===== config.mk =====
export PLATFORM = sky130hd
export DESIGN_NAME = lcd_spi_rx_flat
export DESIGN_NICKNAME = d
export VERILOG_FILES = /design/src/rtl/lcd_spi_pkg.sv /design/src/rtl/lcd_spi_rx_if.sv /design/src/rtl/spi_word_rx.sv /design/src/rtl/lcd_spi_rx.sv /design/src/flat_wrapper.sv
export SDC_FILE = /design/constraint.sdc
export NUM_CORES = 1
export LEC_CHECK = 0
export BUFFER_PORTS_ARGS = -buffer_cell sky130_fd_sc_hd__buf_2
export CORE_MARGIN = 2
export CORE_UTILIZATION = 28
export CTS_BUF_LIST = sky130_fd_sc_hd__clkbuf_2 sky130_fd_sc_hd__clkbuf_4 sky130_fd_sc_hd__clkbuf_8
export DETAILED_ROUTE_END_ITERATION = 8
export GPL_TIMING_DRIVEN = 0
export HOLD_SLACK_MARGIN = 0.02
export PLACE_DENSITY_LB_ADDON = 0.05
export SLEW_MARGIN = 20
export SYNTH_ARGS = -nofsm -noshare
export SYNTH_HDL_FRONTEND = slang
export SYNTH_HIERARCHICAL = 1
export SYNTH_SLANG_ARGS = --single-unit

===== constraint.sdc =====
create_clock -name sys_clk_50MHz -period 7.23 [get_ports sys_clk_50MHz]
set_input_delay 1.8075 -clock sys_clk_50MHz [delete_from_list [all_inputs] [get_ports sys_clk_50MHz]]
set_output_delay 1.8075 -clock sys_clk_50MHz [all_outputs]
set_load 0.03 [all_outputs]

===== src/rtl/lcd_spi_pkg.sv =====
// Shared definitions for the LCD SPI receiver: command codes, decoder
// state encoding, coordinate width and the window span helper.
package lcd_spi_pkg;

  localparam int COORD_W = 9;

  localparam logic [7:0] CMD_CASET = 8'h2A;
  localparam logic [7:0] CMD_RASET = 8'h2B;
  localparam logic [7:0] CMD_RAMWR = 8'h2C;

  typedef enum logic [1:0] {
    ST_IDLE  = 2'd0,
    ST_CASET = 2'd1,
    ST_RASET = 2'd2,
    ST_RAMWR = 2'd3
  } dec_state_e;

  // Number of coordinates covered by [s, e]; an inverted window spans nothing.
  function automatic logic [COORD_W:0] win_span(input logic [COORD_W-1:0] s,
                                                input logic [COORD_W-1:0] e);
    if (e < s) return '0;
    return {1'b0, e} - {1'b0, s} + (COORD_W+1)'(1);
  endfunction

endpackage


===== src/rtl/lcd_spi_rx_if.sv =====
// 4-wire LCD SPI bus bundle.
//   lcd_cs   : chip select, active low
//   lcd_dc   : 0 = command, 1 = data
//   lcd_sclk : SPI clock, idle low
//   lcd_mosi : serial data, MSB first
// master drives the bus, slave observes it.
interface lcd_spi_rx_if;
  logic lcd_cs;
  logic lcd_dc;
  logic lcd_sclk;
  logic lcd_mosi;

  modport master (output lcd_cs, output lcd_dc, output lcd_sclk, output lcd_mosi);
  modport slave  (input  lcd_cs, input  lcd_dc, input  lcd_sclk, input  lcd_mosi);
endinterface


===== src/rtl/spi_word_rx.sv =====
// Bit-level receiver: synchronizes the SPI bus into the 50 MHz domain,
// detects sclk/cs rising edges and assembles 9-bit {dc, byte} words.
// Ports:
//   sys_clk_50MHz, sys_rst_n : clock, async active-low reset
//   bus                      : LCD SPI bus (slave modport)
//   word_valid_o             : one-cycle pulse, word_data_o is new
//   word_data_o              : {dc, byte}
//   frame_err_o              : one-cycle pulse, cs rose mid-byte
module spi_word_rx #(
  parameter int SYNC_STAGES = 2
) (
  input  logic         sys_clk_50MHz,
  input  logic         sys_rst_n,
  lcd_spi_rx_if.slave  bus,
  output logic         word_valid_o,
  output logic [8:0]   word_data_o,
  output logic         frame_err_o
);

  logic [SYNC_STAGES-1:0] cs_sync_q, dc_sync_q, sclk_sync_q, mosi_sync_q;
  logic sclk_prev_q, cs_prev_q;
  logic sclk_rise_q, cs_rise_q;
  logic cs_q, dc_q, mosi_q;
  logic armed_q;
  logic [7:0] shift_q;
  logic [2:0] bit_cnt_q;
  logic shift_en, word_done;

  // The cs-rise cycle still accepts a coincident sclk edge so that a word
  // completing together with cs release is delivered rather than dropped.
  // armed_q blocks reception after reset until cs has been seen high.
  assign shift_en  = sclk_rise_q & armed_q & (~cs_q | cs_rise_q);
  assign word_done = shift_en & (bit_cnt_q == 3'd7);

  always_ff @(posedge sys_clk_50MHz or negedge sys_rst_n) begin
    if (!sys_rst_n) begin
      // cs chain resets low so a genuine high has to propagate before arming.
      cs_sync_q    <= '0;
      dc_sync_q    <= '0;
      sclk_sync_q  <= '0;
      mosi_sync_q  <= '0;
      sclk_prev_q  <= 1'b0;
      cs_prev_q    <= 1'b0;
      sclk_rise_q  <= 1'b0;
      cs_rise_q    <= 1'b0;
      cs_q         <= 1'b0;
      dc_q         <= 1'b0;
      mosi_q       <= 1'b0;
      armed_q      <= 1'b0;
      shift_q      <= '0;
      bit_cnt_q    <= '0;
      word_valid_o <= 1'b0;
      word_data_o  <= '0;
      frame_err_o  <= 1'b0;
    end else begin
      cs_sync_q   <= {cs_sync_q[SYNC_STAGES-2:0],   bus.lcd_cs};
      dc_sync_q   <= {dc_sync_q[SYNC_STAGES-2:0],   bus.lcd_dc};
      sclk_sync_q <= {sclk_sync_q[SYNC_STAGES-2:0], bus.lcd_sclk};
      mosi_sync_q <= {mosi_sync_q[SYNC_STAGES-2:0], bus.lcd_mosi};

      // Registered edge detect; data/dc/cs are delayed by the same stage.
      sclk_prev_q <= sclk_sync_q[SYNC_STAGES-1];
      sclk_rise_q <= sclk_sync_q[SYNC_STAGES-1] & ~sclk_prev_q;
      cs_prev_q   <= cs_sync_q[SYNC_STAGES-1];
      cs_rise_q   <= cs_sync_q[SYNC_STAGES-1] & ~cs_prev_q;
      cs_q        <= cs_sync_q[SYNC_STAGES-1];
      dc_q        <= dc_sync_q[SYNC_STAGES-1];
      mosi_q      <= mosi_sync_q[SYNC_STAGES-1];

      if (cs_q) armed_q <= 1'b1;

      word_valid_o <= word_done;
      frame_err_o  <= cs_rise_q & ~word_done & (bit_cnt_q != 3'd0);

      if (word_done) begin
        word_data_o <= {dc_q, shift_q[6:0], mosi_q};
        bit_cnt_q   <= '0;
      end else if (cs_rise_q) begin
        bit_cnt_q   <= '0;
      end else if (shift_en) begin
        shift_q     <= {shift_q[6:0], mosi_q};
        bit_cnt_q   <= bit_cnt_q + 3'd1;
      end
    end
  end

endmodule


===== src/rtl/lcd_spi_rx.sv =====
// LCD-side SPI receiver: reassembles {dc, byte} words and decodes CASET,
// RASET and RAMWR to track the active window and the received pixel count.
// Ports:
//   sys_clk_50MHz, sys_rst_n     : clock, async active-low reset
//   bus                          : LCD SPI bus (slave modport)
//   word_valid, word_data        : received word strobe and {dc, byte}
//   x_start/x_end, y_start/y_end : column / row window
//   pixel_cnt                    : RGB565 pixels since the last RAMWR
//   frame_done                   : pulse when pixel_cnt reaches window area
//   frame_err                    : pulse when cs rose mid-byte
module lcd_spi_rx
  import lcd_spi_pkg::*;
#(
  parameter int SYNC_STAGES = 2,
  parameter int PIX_W       = 17
) (
  input  logic               sys_clk_50MHz,
  input  logic               sys_rst_n,
  lcd_spi_rx_if.slave        bus,
  output logic               word_valid,
  output logic [8:0]         word_data,
  output logic [COORD_W-1:0] x_start,
  output logic [COORD_W-1:0] x_end,
  output logic [COORD_W-1:0] y_start,
  output logic [COORD_W-1:0] y_end,
  output logic [PIX_W-1:0]   pixel_cnt,
  output logic               frame_done,
  output logic               frame_err
);

  dec_state_e         state_q;
  logic [1:0]         param_idx_q;
  logic               phase_q;
  logic [COORD_W-1:0] x_start_q, x_end_q, y_start_q, y_end_q;
  logic [PIX_W-1:0]   pixel_cnt_q;
  logic               frame_done_q;
  logic [PIX_W-1:0]   area_d;
  logic [PIX_W-1:0]   pix_inc_d;

  spi_word_rx #(.SYNC_STAGES(SYNC_STAGES)) u_word_rx (
    .sys_clk_50MHz (sys_clk_50MHz),
    .sys_rst_n     (sys_rst_n),
    .bus           (bus),
    .word_valid_o  (word_valid),
    .word_data_o   (word_data),
    .frame_err_o   (frame_err)
  );

  assign area_d    = PIX_W'(win_span(x_start_q, x_end_q)) * PIX_W'(win_span(y_start_q, y_end_q));
  assign pix_inc_d = pixel_cnt_q + PIX_W'(1);

  always_ff @(posedge sys_clk_50MHz or negedge sys_rst_n) begin
    if (!sys_rst_n) begin
      state_q      <= ST_IDLE;
      param_idx_q  <= '0;
      phase_q      <= 1'b0;
      x_start_q    <= '0;
      x_end_q      <= '0;
      y_start_q    <= '0;
      y_end_q      <= '0;
      pixel_cnt_q  <= '0;
      frame_done_q <= 1'b0;
    end else begin
      frame_done_q <= 1'b0;
      if (word_valid) begin
        if (!word_data[8]) begin
          param_idx_q <= '0;
          case (word_data[7:0])
            CMD_CASET: state_q <= ST_CASET;
            CMD_RASET: state_q <= ST_RASET;
            CMD_RAMWR: begin
              state_q     <= ST_RAMWR;
              pixel_cnt_q <= '0;
              phase_q     <= 1'b0;
            end
            default:   state_q <= ST_IDLE;
          endcase
        end else begin
          case (state_q)
            ST_CASET: begin
              param_idx_q <= param_idx_q + 2'd1;
              case (param_idx_q)
                2'd0: x_start_q[8]   <= word_data[0];
                2'd1: x_start_q[7:0] <= word_data[7:0];
                2'd2: x_end_q[8]     <= word_data[0];
                default: begin
                  x_end_q[7:0] <= word_data[7:0];
                  state_q      <= ST_IDLE;
                end
              endcase
            end
            ST_RASET: begin
              param_idx_q <= param_idx_q + 2'd1;
              case (param_idx_q)
                2'd0: y_start_q[8]   <= word_data[0];
                2'd1: y_start_q[7:0] <= word_data[7:0];
                2'd2: y_end_q[8]     <= word_data[0];
                default: begin
                  y_end_q[7:0] <= word_data[7:0];
                  state_q      <= ST_IDLE;
                end
              endcase
            end
            ST_RAMWR: begin
              phase_q <= ~phase_q;
              // Second byte of a pixel; the counter saturates at all-ones.
              if (phase_q && (pixel_cnt_q != '1)) begin
                pixel_cnt_q <= pix_inc_d;
                // A zero area can never match since the incremented count is >= 1.
                if (pix_inc_d == area_d) frame_done_q <= 1'b1;
              end
            end
            default: ;
          endcase
        end
      end
    end
  end

  assign x_start    = x_start_q;
  assign x_end      = x_end_q;
  assign y_start    = y_start_q;
  assign y_end      = y_end_q;
  assign pixel_cnt  = pixel_cnt_q;
  assign frame_done = frame_done_q;

endmodule

===== src/flat_wrapper.sv =====
// flat-port wrapper written by rule: the top's interface ports become plain ports
module lcd_spi_rx_flat import lcd_spi_pkg::*;
#(
  parameter int SYNC_STAGES = 2,
  parameter int PIX_W       = 17
)
  (sys_clk_50MHz, sys_rst_n, word_valid, word_data, x_start, x_end, y_start, y_end, pixel_cnt, frame_done, frame_err, bus_lcd_cs, bus_lcd_dc, bus_lcd_sclk, bus_lcd_mosi);
  lcd_spi_rx_if bus_i ();
  input  logic sys_clk_50MHz;
  input  logic sys_rst_n;
  output logic word_valid;
  output logic [8:0] word_data;
  output logic [COORD_W-1:0] x_start;
  output logic [COORD_W-1:0] x_end;
  output logic [COORD_W-1:0] y_start;
  output logic [COORD_W-1:0] y_end;
  output logic [PIX_W-1:0] pixel_cnt;
  output logic frame_done;
  output logic frame_err;
  input wire logic [$bits(bus_i.lcd_cs)-1:0] bus_lcd_cs;
  input wire logic [$bits(bus_i.lcd_dc)-1:0] bus_lcd_dc;
  input wire logic [$bits(bus_i.lcd_sclk)-1:0] bus_lcd_sclk;
  input wire logic [$bits(bus_i.lcd_mosi)-1:0] bus_lcd_mosi;
  assign bus_i.lcd_cs = bus_lcd_cs;
  assign bus_i.lcd_dc = bus_lcd_dc;
  assign bus_i.lcd_sclk = bus_lcd_sclk;
  assign bus_i.lcd_mosi = bus_lcd_mosi;
  lcd_spi_rx #(.SYNC_STAGES(SYNC_STAGES), .PIX_W(PIX_W)) u_core (.sys_clk_50MHz(sys_clk_50MHz), .sys_rst_n(sys_rst_n), .bus(bus_i), .word_valid(word_valid), .word_data(word_data), .x_start(x_start), .x_end(x_end), .y_start(y_start), .y_end(y_end), .pixel_cnt(pixel_cnt), .frame_done(frame_done), .frame_err(frame_err));
endmodule

### Word level (Yosys, flattened, before mapping)

Index checks and enable logic that the tools add are counted.
Widths: inputs -> output; s select.

* bits of input ports: 6
* bits in registers: 95
* output and inout port bits: 65
* word-level logic and storage cells: 115

* $mul: 1
* order comparisons: 2
* eq/ne operators: 15
* muxes and demuxes: 27
* bitwise logic cells: 14
* $add $sub $neg: 7
* reductions and logical operators: 20

Operator list (count)
* $mux 17: 4
* $mux 10: 4
* $reduce_and 4->1: 9
* $eq 8x6->1 const B: 3
* $add 10x1->10 const B: 2
* $sub 9x9->10: 2
* $lt 9x9->1: 2
* $add 17x1->17 const B: 1
* $eq 17x17->1: 1
* $mul 10x10->17: 1
* $ne 17x17->1 const B: 1
* $mux 1: 10
* $mux 2: 5
* $mux 3: 3
* $reduce_and 3->1: 3
* $and 1x1->1: 7
* $eq 2x2->1 const B: 3
* $not 1->1: 6
* $pmux 2 s3: 1
* $reduce_bool 3->1: 2
* $eq 2x1->1 const B: 2
* $ne 2x1->1 const B: 2
* $ne 2x2->1 const B: 2
* $add 3x1->3 const B: 1
* other kinds (9): 9

### Longest topological paths before layout

Gate-level depths: netlist (run 1).

* word-level depth: 10
* mapped depth: 30

### Hierarchy

The synthesis (run 1) kept the hierarchy.

Modules (own cells, without submodules)
* lcd_spi_rx: cells each 803, area each 7285.7 µm², instances 1
* spi_word_rx: cells each 73, area each 1257.5 µm², instances 1

### Worst setup path before layout (run 1)

Ideal clock, no wire load.

* kind: register to register
* from: reg u_core.y_start_q[6], in the netlist u_core/y_start[6]
* to: reg u_core.frame_done_q, in the netlist u_core/frame_done
* cell stages (with the launch flop): 26
* setup time: 96 ps
* arrival time: 6899 ps
* path slack: 235 ps
* path buffers: 0
* cells stage by stage: dfrtp_1 > inv_1 > ha_1 > ha_1 > or3_1 > o211ai_1 > a21boi_1 > or3_1 > a21oi_2 > nand3_1 > fa_1 > fa_1 > fa_1 > fa_1 > inv_1 > fa_1 > ha_1 > nor2_1 > a21oi_1 > o211ai_1 > a21boi_1 > o21a_1 > o211ai_1 > nand2_1 > xnor3_1 > nor4_2

* word-level cells in the longest chain between the ends: 10
* elaborated cells between the ends (all ways): 12
* those cells by class: add/sub: 2; mul: 1; order compare: 1; eq/ne: 1; mux: 7

Ends and longest elaborated chain
* start: declaration: line lcd_spi_rx.sv:34 `logic [COORD_W-1:0] x_start_q, x_end_q, y_start_q, y_end_q;`
* start signal: assignment: line lcd_spi_rx.sv:96 `2'd1: y_start_q[7:0] <= word_data[7:0];`
* $sub 9x9->10 or $lt 9x9->1 (tied branches): line lcd_spi_pkg.sv:22, lcd_spi_pkg.sv:21
* $add 10x1->10 or $mux 1 (tied branches): line lcd_spi_pkg.sv:22, lcd_spi_pkg.sv:21
* $mux 10 (*): line lcd_spi_pkg.sv:22 `return {1'b0, e} - {1'b0, s} + (COORD_W+1)'(1);`
* $mul 10x10->17 (*): line lcd_spi_rx.sv:49 `assign area_d = PIX_W'(win_span(x_start_q, x_end_q)) * PIX_W'(win_span(y_start_q, y_end_q));`
* $eq 17x17->1 (*): line lcd_spi_rx.sv:110 `if (pix_inc_d == area_d) frame_done_q <= 1'b1;`
* $mux 1 (*): line lcd_spi_rx.sv:110
* $mux 1 (*): line lcd_spi_rx.sv:107 `if (phase_q && (pixel_cnt_q != '1)) begin`
* $mux 1 (*): line lcd_spi_rx.sv:79 `case (state_q)`
* $mux 1 (*): line lcd_spi_rx.sv:66 `if (!word_data[8]) begin`
* $mux 1 (*): line lcd_spi_rx.sv:65 `if (word_valid) begin`
* end signal: assignment: line lcd_spi_rx.sv:62 `frame_done_q <= 1'b0;`
* end signal: assignment: line lcd_spi_rx.sv:64 `frame_done_q <= 1'b0;`
* end signal: assignment: line lcd_spi_rx.sv:110
* end: declaration: line lcd_spi_rx.sv:36 `logic frame_done_q;`

Every way passes the cells marked *; elsewhere a longest branch is shown, timed or not.
A chain may end at the register's enable or synchronous reset.

### Final worst setup path (run 1)

* from: reg u_core.x_start_q[1], in the netlist u_core/x_start[1]
* to: reg u_core.frame_done_q, in the netlist u_core/frame_done

* word-level cells in the longest chain between the ends: 10
* elaborated cells between the ends (all ways): 12
* those cells by class: add/sub: 2; mul: 1; order compare: 1; eq/ne: 1; mux: 7

Ends and longest elaborated chain
* start: declaration: line lcd_spi_rx.sv:34
* start signal: assignment: line lcd_spi_rx.sv:84 `2'd1: x_start_q[7:0] <= word_data[7:0];`
* $sub 9x9->10 or $lt 9x9->1 (tied branches): line lcd_spi_pkg.sv:22, lcd_spi_pkg.sv:21
* $add 10x1->10 or $mux 1 (tied branches): line lcd_spi_pkg.sv:22, lcd_spi_pkg.sv:21
* $mux 10 (*): line lcd_spi_pkg.sv:22
* $mul 10x10->17 (*): line lcd_spi_rx.sv:49
* $eq 17x17->1 (*): line lcd_spi_rx.sv:110
* $mux 1 (*): line lcd_spi_rx.sv:110
* $mux 1 (*): line lcd_spi_rx.sv:107
* $mux 1 (*): line lcd_spi_rx.sv:79
* $mux 1 (*): line lcd_spi_rx.sv:66
* $mux 1 (*): line lcd_spi_rx.sv:65

Marked as above.

==> out/metrics.csv, run 1 <==
stage,metric,value,unit
power,ir_drop,0.0989,mV
worst_setup_path,timing.critical_path.from,u_core/x_start[1]$_DFFE_PN0P_,
synth,synth_ff_type,dfrtp_1,
cells_and_area,fin_nets,1136,
global_routing,grt_max_degree,50,
placement,port-buffer-count,70,
worst_setup_path,arrival,7.20,ns
worst_setup_path,worstSetupPathType,flop to flop,
drt,viasPerCell,4.58,
cts,cts_tree,done,
cts,cts_htree_levels,3,
placement,dp_hpwl,19.0,mm
cts,clkTransAtPathRegs,0.10,ns
drt,drtPass1Iterations,4,
worst_setup_path,cp_max_fo,6,
placement,placed_cells,1337,
worst_setup_path,r2r_setup_slack,0.32,ns
worst_setup_path,path_buf_inv,5,
worst_setup_path,crit_end,u_core/frame_done$_DFF_PN0_,
synth,yosysSeqAreaShare,0.278,
floorplan,fp.dieArea,31900,um2
cts,hold_buffers,0,
outcome,status,finished clean,
floorplan,rows,63,
cells_and_area,syn_to_final_growth,17.9,%
synth,yosysUniqueCellTypes,65,
floorplan,die_w,179,um
drt,antenna_left,0,
drt,drc_errors,0,
global_routing,grt_pass1_wl,37.8,mm
global_routing,overflow,0,
cts,clockRootBuffer,clkbuf_8,
sta,fin_ws,0.319,ns
worst_setup_path,cpMaxStageDelayCell,or4b_4,
worst_setup_path,cpPeakStageDelay,0.55,ns
floorplan,start_util,0.286,
synth,syn-cell-area,8540,um2
sta,hold_viol,0,
power,p_per_area,97.0,nW/um2
worst_setup_path,path_common_cell,fa_1,
worst_setup_path,start_kind,flop,
worst_setup_path,cp.required,7.52,ns
worst_setup_path,crit_cells,29,
worst_setup_path,rr_startpoint,u_core/x_start[1]$_DFFE_PN0P_,
worst_setup_path,rr_endpoint,u_core/frame_done$_DFF_PN0_,
cells_and_area,fillers,3099,
sta,min_period,6.91,ns
synth,syn_inst,876,
worst_setup_path,cp-end-kind,flop,
drt,vias,6262,
cells_and_area,diodes,0,
cts,numCtsBuffers,9,
placement,place.gp.congestion,0.774,
sta,relSlewSlack,0.584,
cts,clock-sinks,95,
synth,synth.avg_cell_area,9.75,um2
global_routing,antenna_found_initial,0,
synth,async_reset_ff_frac,1.00,
synth,ys_ff_latch,95,
drt,wl,23.7,mm
sta,timing.fmax,145,MHz
global_routing,grt_use_total,0.156,
job,max_cap_violations,0,
worst_setup_path,rr_worst_depth,29,
floorplan,io_pins,71,
cells_and_area,layout.cells.non_filler,1366,
synth,synth_edf_count,0,
sta,fin_crit_sh,0.956,
cts,cts_buffer_depth,2,
floorplan,fp.dieH,179,um
power,leakage,4.76,nW
drt,first_iter_violations,257,
sta,final-setup-viol-count,0,
synth,synth_fp_nets,1040,
sta,clock-skew-final,0.0196,ns
cells_and_area,drive_gt1_frac,0.240,
worst_hold_path,holdPathStages,0,
sta,finalSetupTns,0,ns
global_routing,first_global_vias,6632,
cells_and_area,layout_common_cells,"inv_1 (110), dfrtp_1 (94), nor2_1 (87), ha_1 (81), buf_2 (72)",
sta,finalMaxSlewViolations,0,
sta,worst_slew_pin_slew,0.624,ns
cts,clock_latency,0.39,ns
floorplan,core-area,29900,um2
worst_setup_path,path_delay_family,adder cells,
worst_hold_path,hold_path.class,flop to flop,
synth,yosysWarningCount,6,
placement,dp_slack,-0.752,ns
cells_and_area,final_common_cell,inv_1,
drt,post_drt_wl_per_cell,17.3,um
-- cell families after synthesis --
| logic type | count (synthesis) | share of synthesized area |
|---|---|---|
| fa+ha+maj | 158 | 0.290 |
| compound gates | 108 | 0.0832 |
| simple gates | 273 | 0.155 |
| flops | 95 | 0.278 |
| buf+inv | 130 | 0.0586 |
| xor+xnor | 56 | 0.0606 |
| mux | 56 | 0.0743 |
-- sequential cells by signal, summed over array words and instances (netlist names), 2 cells and up --
signal / count
u_core/param_idx_q: 2
u_core/pixel_cnt: 17
u_core/state_q: 2
u_core/u_word_rx/bit_cnt_q: 3
u_core/u_word_rx/cs_sync_q: 2
u_core/u_word_rx/dc_sync_q: 2
u_core/u_word_rx/mosi_sync_q: 2
u_core/u_word_rx/sclk_sync_q: 2
u_core/u_word_rx/shift_q: 7
u_core/u_word_rx/word_data_o: 9
u_core/x_end: 9
u_core/x_start: 9
u_core/y_end: 9
u_core/y_start: 9
-- layout make-up --
class                   count  area, um2  area share
flip-flops and latches     95       2380       0.236
plain buffers              14       68.8     0.00683
repair buffers             87        512      0.0508
clock buffers              11        145      0.0144
multi-input cells         651       6000       0.596
well taps                 390        488      0.0484
clock inverters             4       52.6     0.00522
inverters                 114        428      0.0425
-- stage by stage --
| stage | hold WS (ns) | cell area (um2) | total power [W] | util |
|---|---|---|---|---|
| floorplan | 0.331 | 8540 | 0.000592 | - |
| global placement | 0.332 | 9380 | 0.000614 | 0.314 |
| detailed placement | 0.338 | 9420 | 0.000617 | 0.315 |
| CTS | 0.362 | 9770 | 0.000993 | 0.327 |
| global route | 0.365 | 10100 | 0.00102 | 0.337 |
| finish | 0.360 | 10100 | 0.000978 | 0.337 |
-- how the worst min path moves through the flow --
stage / start / to
after CTS: u_core/u_word_rx/sclk_sync_q[0]$_DFF_PN0_ / u_core/u_word_rx/sclk_sync_q[1]$_DFF_PN0_
final: u_core/u_word_rx/mosi_sync_q[0]$_DFF_PN0_ / u_core/u_word_rx/mosi_sync_q[1]$_DFF_PN0_
after global placement: u_core/u_word_rx/sclk_sync_q[0]$_DFF_PN0_ / u_core/u_word_rx/sclk_sync_q[1]$_DFF_PN0_
after floorplan: u_core/u_word_rx/cs_sync_q[0]$_DFF_PN0_ / u_core/u_word_rx/cs_sync_q[1]$_DFF_PN0_
after global routing: u_core/u_word_rx/mosi_sync_q[0]$_DFF_PN0_ / u_core/u_word_rx/mosi_sync_q[1]$_DFF_PN0_
after detailed placement: u_core/u_word_rx/dc_sync_q[1]$_DFF_PN0_ / u_core/u_word_rx/dc_q$_DFF_PN0_
-- cells in the mapped netlist, drive strengths merged, types with 2 or more instances --
cell / n / area, um2
inv: 114 / 428
dfrtp: 95 / 2380
nor2: 93 / 352
ha: 91 / 1140
fa: 67 / 1340
nand2: 63 / 236
mux2: 53 / 604
xnor2: 37 / 324
a21oi: 32 / 164
nand3: 29 / 145
o21ai: 20 / 100
nor3: 19 / 95.1
xor2: 17 / 149
nor2b: 14 / 95.1
clkbuf: 12 / 45.0
and3: 9 / 56.3
a22o: 8 / 70.1
o21a: 8 / 60.1
nand4: 7 / 43.8
or2: 6 / 37.5
or3: 6 / 37.5
a21o: 5 / 37.5
and2: 5 / 31.3
nand2b: 5 / 31.3
nor4: 5 / 58.8
o211ai: 5 / 37.5
a211oi: 4 / 30.0
a31oi: 4 / 25.0
buf: 4 / 27.5
a311oi: 3 / 32.5
a31o: 3 / 26.3
and3b: 3 / 26.3
mux2i: 3 / 30.0
o22ai: 3 / 18.8
a2111oi: 2 / 17.5
a21boi: 2 / 15.0
nor3b: 2 / 15.0
o31ai: 2 / 15.0
o41ai: 2 / 17.5
or4: 2 / 18.8
xnor3: 2 / 45.0
-- layer usage --
layer | vias up | GRT usage | share of wire
li1 | 3118 | - | -
met1 | 3072 | 0.222 | 0.50
met2 | 57 | 0.256 | 0.48
met3 | 15 | 0.0170 | 0.019
met4 | 0 | 0.0325 | 0.0086
met5 | - | 0 | 0
-- timing repair --
action / CTS / global route
buffers inserted: 5 / 11
pin swaps: 4 / 39
cloned: 0 / 0
gates resized for setup: 29 / 47
endpoints found under the hold margin: 0 / 0
setup endpoints to repair: 1 / 1
-- where the power goes --
part / total, W / switching, W / internal [W]
logic: 0.0000389 / 0.0000189 / 0.0000200
registers: 0.000566 / 0.0000151 / 0.000551
clock network: 0.000373 / 0.000199 / 0.000174
total: 0.000978 / 0.000233 / 0.000744
Note: power is estimated with default switching activity, not from simulation.
==> run 2, diff against run 1 <==
--- a/config.mk
+++ b/config.mk
@@ -6,11 +6,11 @@
 export NUM_CORES = 1
 export LEC_CHECK = 0
 export BUFFER_PORTS_ARGS = -buffer_cell sky130_fd_sc_hd__buf_2
-export CORE_MARGIN = 2
+export CORE_MARGIN = 4
 export CORE_UTILIZATION = 28
 export CTS_BUF_LIST = sky130_fd_sc_hd__clkbuf_2 sky130_fd_sc_hd__clkbuf_4 sky130_fd_sc_hd__clkbuf_8
 export DETAILED_ROUTE_END_ITERATION = 8
-export GPL_TIMING_DRIVEN = 0
+export GPL_TIMING_DRIVEN = 1
 export HOLD_SLACK_MARGIN = 0.02
 export PLACE_DENSITY_LB_ADDON = 0.05
 export SLEW_MARGIN = 20
==> run 2 against run 1 <==
Net effect: sequential power about the same; largest cell class unchanged; critical endpoint unchanged; register-to-register slack improved by 0.04 ns; maximum frequency increased by 0.57%; power increased by 4.0%; setup slack improved by 0.039 ns; combinational power decreased by 5%; via count increased by 2.2%; largest power group unchanged; critical path type unchanged; first-iteration DRC count increased by 8.2%; utilization decreased by 0.33 points; sequential share of layout area increased by 0.22 points; critical path depth decreased by 3; clock skew about the same.
==> out/metrics.csv, run 2 (synthesis gave the netlist of run 1 again) <==
stage,metric,value,unit
worst_setup_path,rr_startpoint,u_core/x_end[1]$_DFFE_PN0P_,
drt,drtPass1Iterations,6,
cts,clkTransAtPathRegs,0.10,ns
worst_setup_path,start_kind,flop,
power,p_per_area,102,nW/um2
placement,port-buffer-count,70,
cells_and_area,fin_nets,1151,
cells_and_area,drive_gt1_frac,0.220,
power,ir_drop,0.0874,mV
cts,cts_buffer_depth,2,
floorplan,core-area,29900,um2
cells_and_area,diodes,0,
sta,relSlewSlack,0.475,
sta,finalMaxSlewViolations,0,
cts,cts_tree,done,
cts,cts_htree_levels,3,
placement,dp_hpwl,19.7,mm
drt,antenna_left,0,
floorplan,rows,63,
sta,fin_crit_sh,0.950,
cts,clockRootBuffer,clkbuf_8,
cells_and_area,stdcell_area,9980,um2
placement,place.gp.congestion,0.764,
worst_setup_path,worstSetupPathType,flop to flop,
sta,worst_slew_pin_slew,0.788,ns
cells_and_area,final_common_cell,inv_1,
drt,first_iter_violations,278,
worst_hold_path,hold_path.class,flop to flop,
job,max_cap_violations,0,
drt,vias,6399,
global_routing,grt_use_total,0.149,
sta,finalSetupTns,0,ns
global_routing,antenna_found_initial,0,
drt,drc_errors,0,
cells_and_area,syn_to_final_growth,16.8,%
worst_hold_path,hp-start,u_core/u_word_rx/mosi_sync_q[0]$_DFF_PN0_,
worst_setup_path,arrival,7.16,ns
global_routing,first_global_vias,6648,
placement,placed_cell_area,9630,um2
floorplan,fp.dieH,183,um
global_routing,grt_pass1_wl,38.8,mm
cells_and_area,largest_reg_flops,17,
sta,min_period,6.87,ns
cts,clock_latency,0.39,ns
drt,post_drt_wl_per_cell,17.5,um
global_routing,overflow,0,
global_routing,grt_max_degree,60,
floorplan,die_w,183,um
drt,wl,24.2,mm
drt,viasPerCell,4.63,
sta,clock-skew-final,0.0194,ns
sta,final-setup-viol-count,0,
worst_setup_path,cp.required,7.52,ns
worst_setup_path,timing.critical_path.from,u_core/x_end[1]$_DFFE_PN0P_,
cts,clock-sinks,95,
worst_setup_path,cp_max_fo,4,
floorplan,fp.dieArea,33400,um2
sta,hold_viol,0,
cells_and_area,fillers,3093,
cts,numCtsBuffers,9,
outcome,status,finished clean,
sta,timing.fmax,146,MHz
cells_and_area,layout_common_cells,"inv_1 (114), dfrtp_1 (95), nor2_1 (89), ha_1 (88), buf_2 (69)",
power,leakage,4.83,nW
floorplan,io_pins,71,
floorplan,start_util,0.286,
worst_setup_path,cp-end-kind,flop,
run 2: area by class of cell:
class	instances	area, um2	area share
multi-input combinational	651	5750	0.576
clock inverter	5	88.8	0.00890
sequential	95	2380	0.238
inverter	114	428	0.0429
clock buffer	11	145	0.0145
timing repair buffer	116	702	0.0704
tap	390	488	0.0489
run 2: worst max-delay path: stages, from the launching register on:
cell and delay, ns:
dfrtp_1 0.42, ha_1 0.30, inv_1 0.07, ha_1 0.18, fa_2 0.22, a21oi_1 0.08
or4b_1 0.48, and3b_1 0.21, xnor2_2 0.13, nand2_2 0.11, buf_4 0.16, or3_1 0.32
fa_1 0.53, fa_1 0.45, fa_1 0.54, inv_1 0.05, fa_1 0.47, ha_1 0.31
ha_1 0.30, buf_4 0.15, a21oi_1 0.16, a21boi_2 0.10, o21a_1 0.18, o211ai_1 0.15
nand2_1 0.07, xnor3_1 0.37, nor4_2 0.27
run 2: timing repair:
item,CTS,global route
hold buffers,0,0
buffers inserted,0,4
endpoints found under the setup margin,0,1
gates resized for setup,0,22
run 2: report_power, final:
group | total, W | internal [W] | switching [W]
clock | 0.000415 | 0.000213 | 0.000202
sequential | 0.000565 | 0.000551 | 0.0000140
combinational | 0.0000369 | 0.0000185 | 0.0000184
total | 0.00102 | 0.000782 | 0.000235
run 2: layer usage:
metal | track usage | up-vias | wire [um]
met5 | 0 | - | 0
li1 | - | 3150 | -
met4 | 0.0333 | 0 | 322
met1 | 0.213 | 3155 | 11900
met3 | 0.0173 | 18 | 610
met2 | 0.241 | 76 | 11400
run 2: per-stage QoR:
stage	power, W	setup WS (ns)	instances	utilization	hold WS (ns)
floorplan	0.000592	0.235	876	-	0.331
global placement	0.000614	0.124	1362	0.322	0.332
detailed placement	0.000614	0.122	1362	0.322	0.337
CTS	0.00104	0.0685	1378	0.330	0.363
global route	0.00107	-0.00384	1382	0.334	0.373
finish	0.00102	0.358	1382	0.334	0.360
run 2: final timing paths:
kind,to,cells after the start,slack [ns]
max,u_core/frame_done$_DFF_PN0_,26,0.36
min,u_core/u_word_rx/mosi_sync_q[1]$_DFF_PN0_,0,0.36
max reg2reg,u_core/frame_done$_DFF_PN0_,26,0.36
min reg2reg,u_core/u_word_rx/mosi_sync_q[1]$_DFF_PN0_,0,0.36
max in group asynchronous,u_core/x_start[1]$_DFFE_PN0P_,2,4.66
min in group asynchronous,u_core/x_start[5]$_DFFE_PN0P_,1,1.39
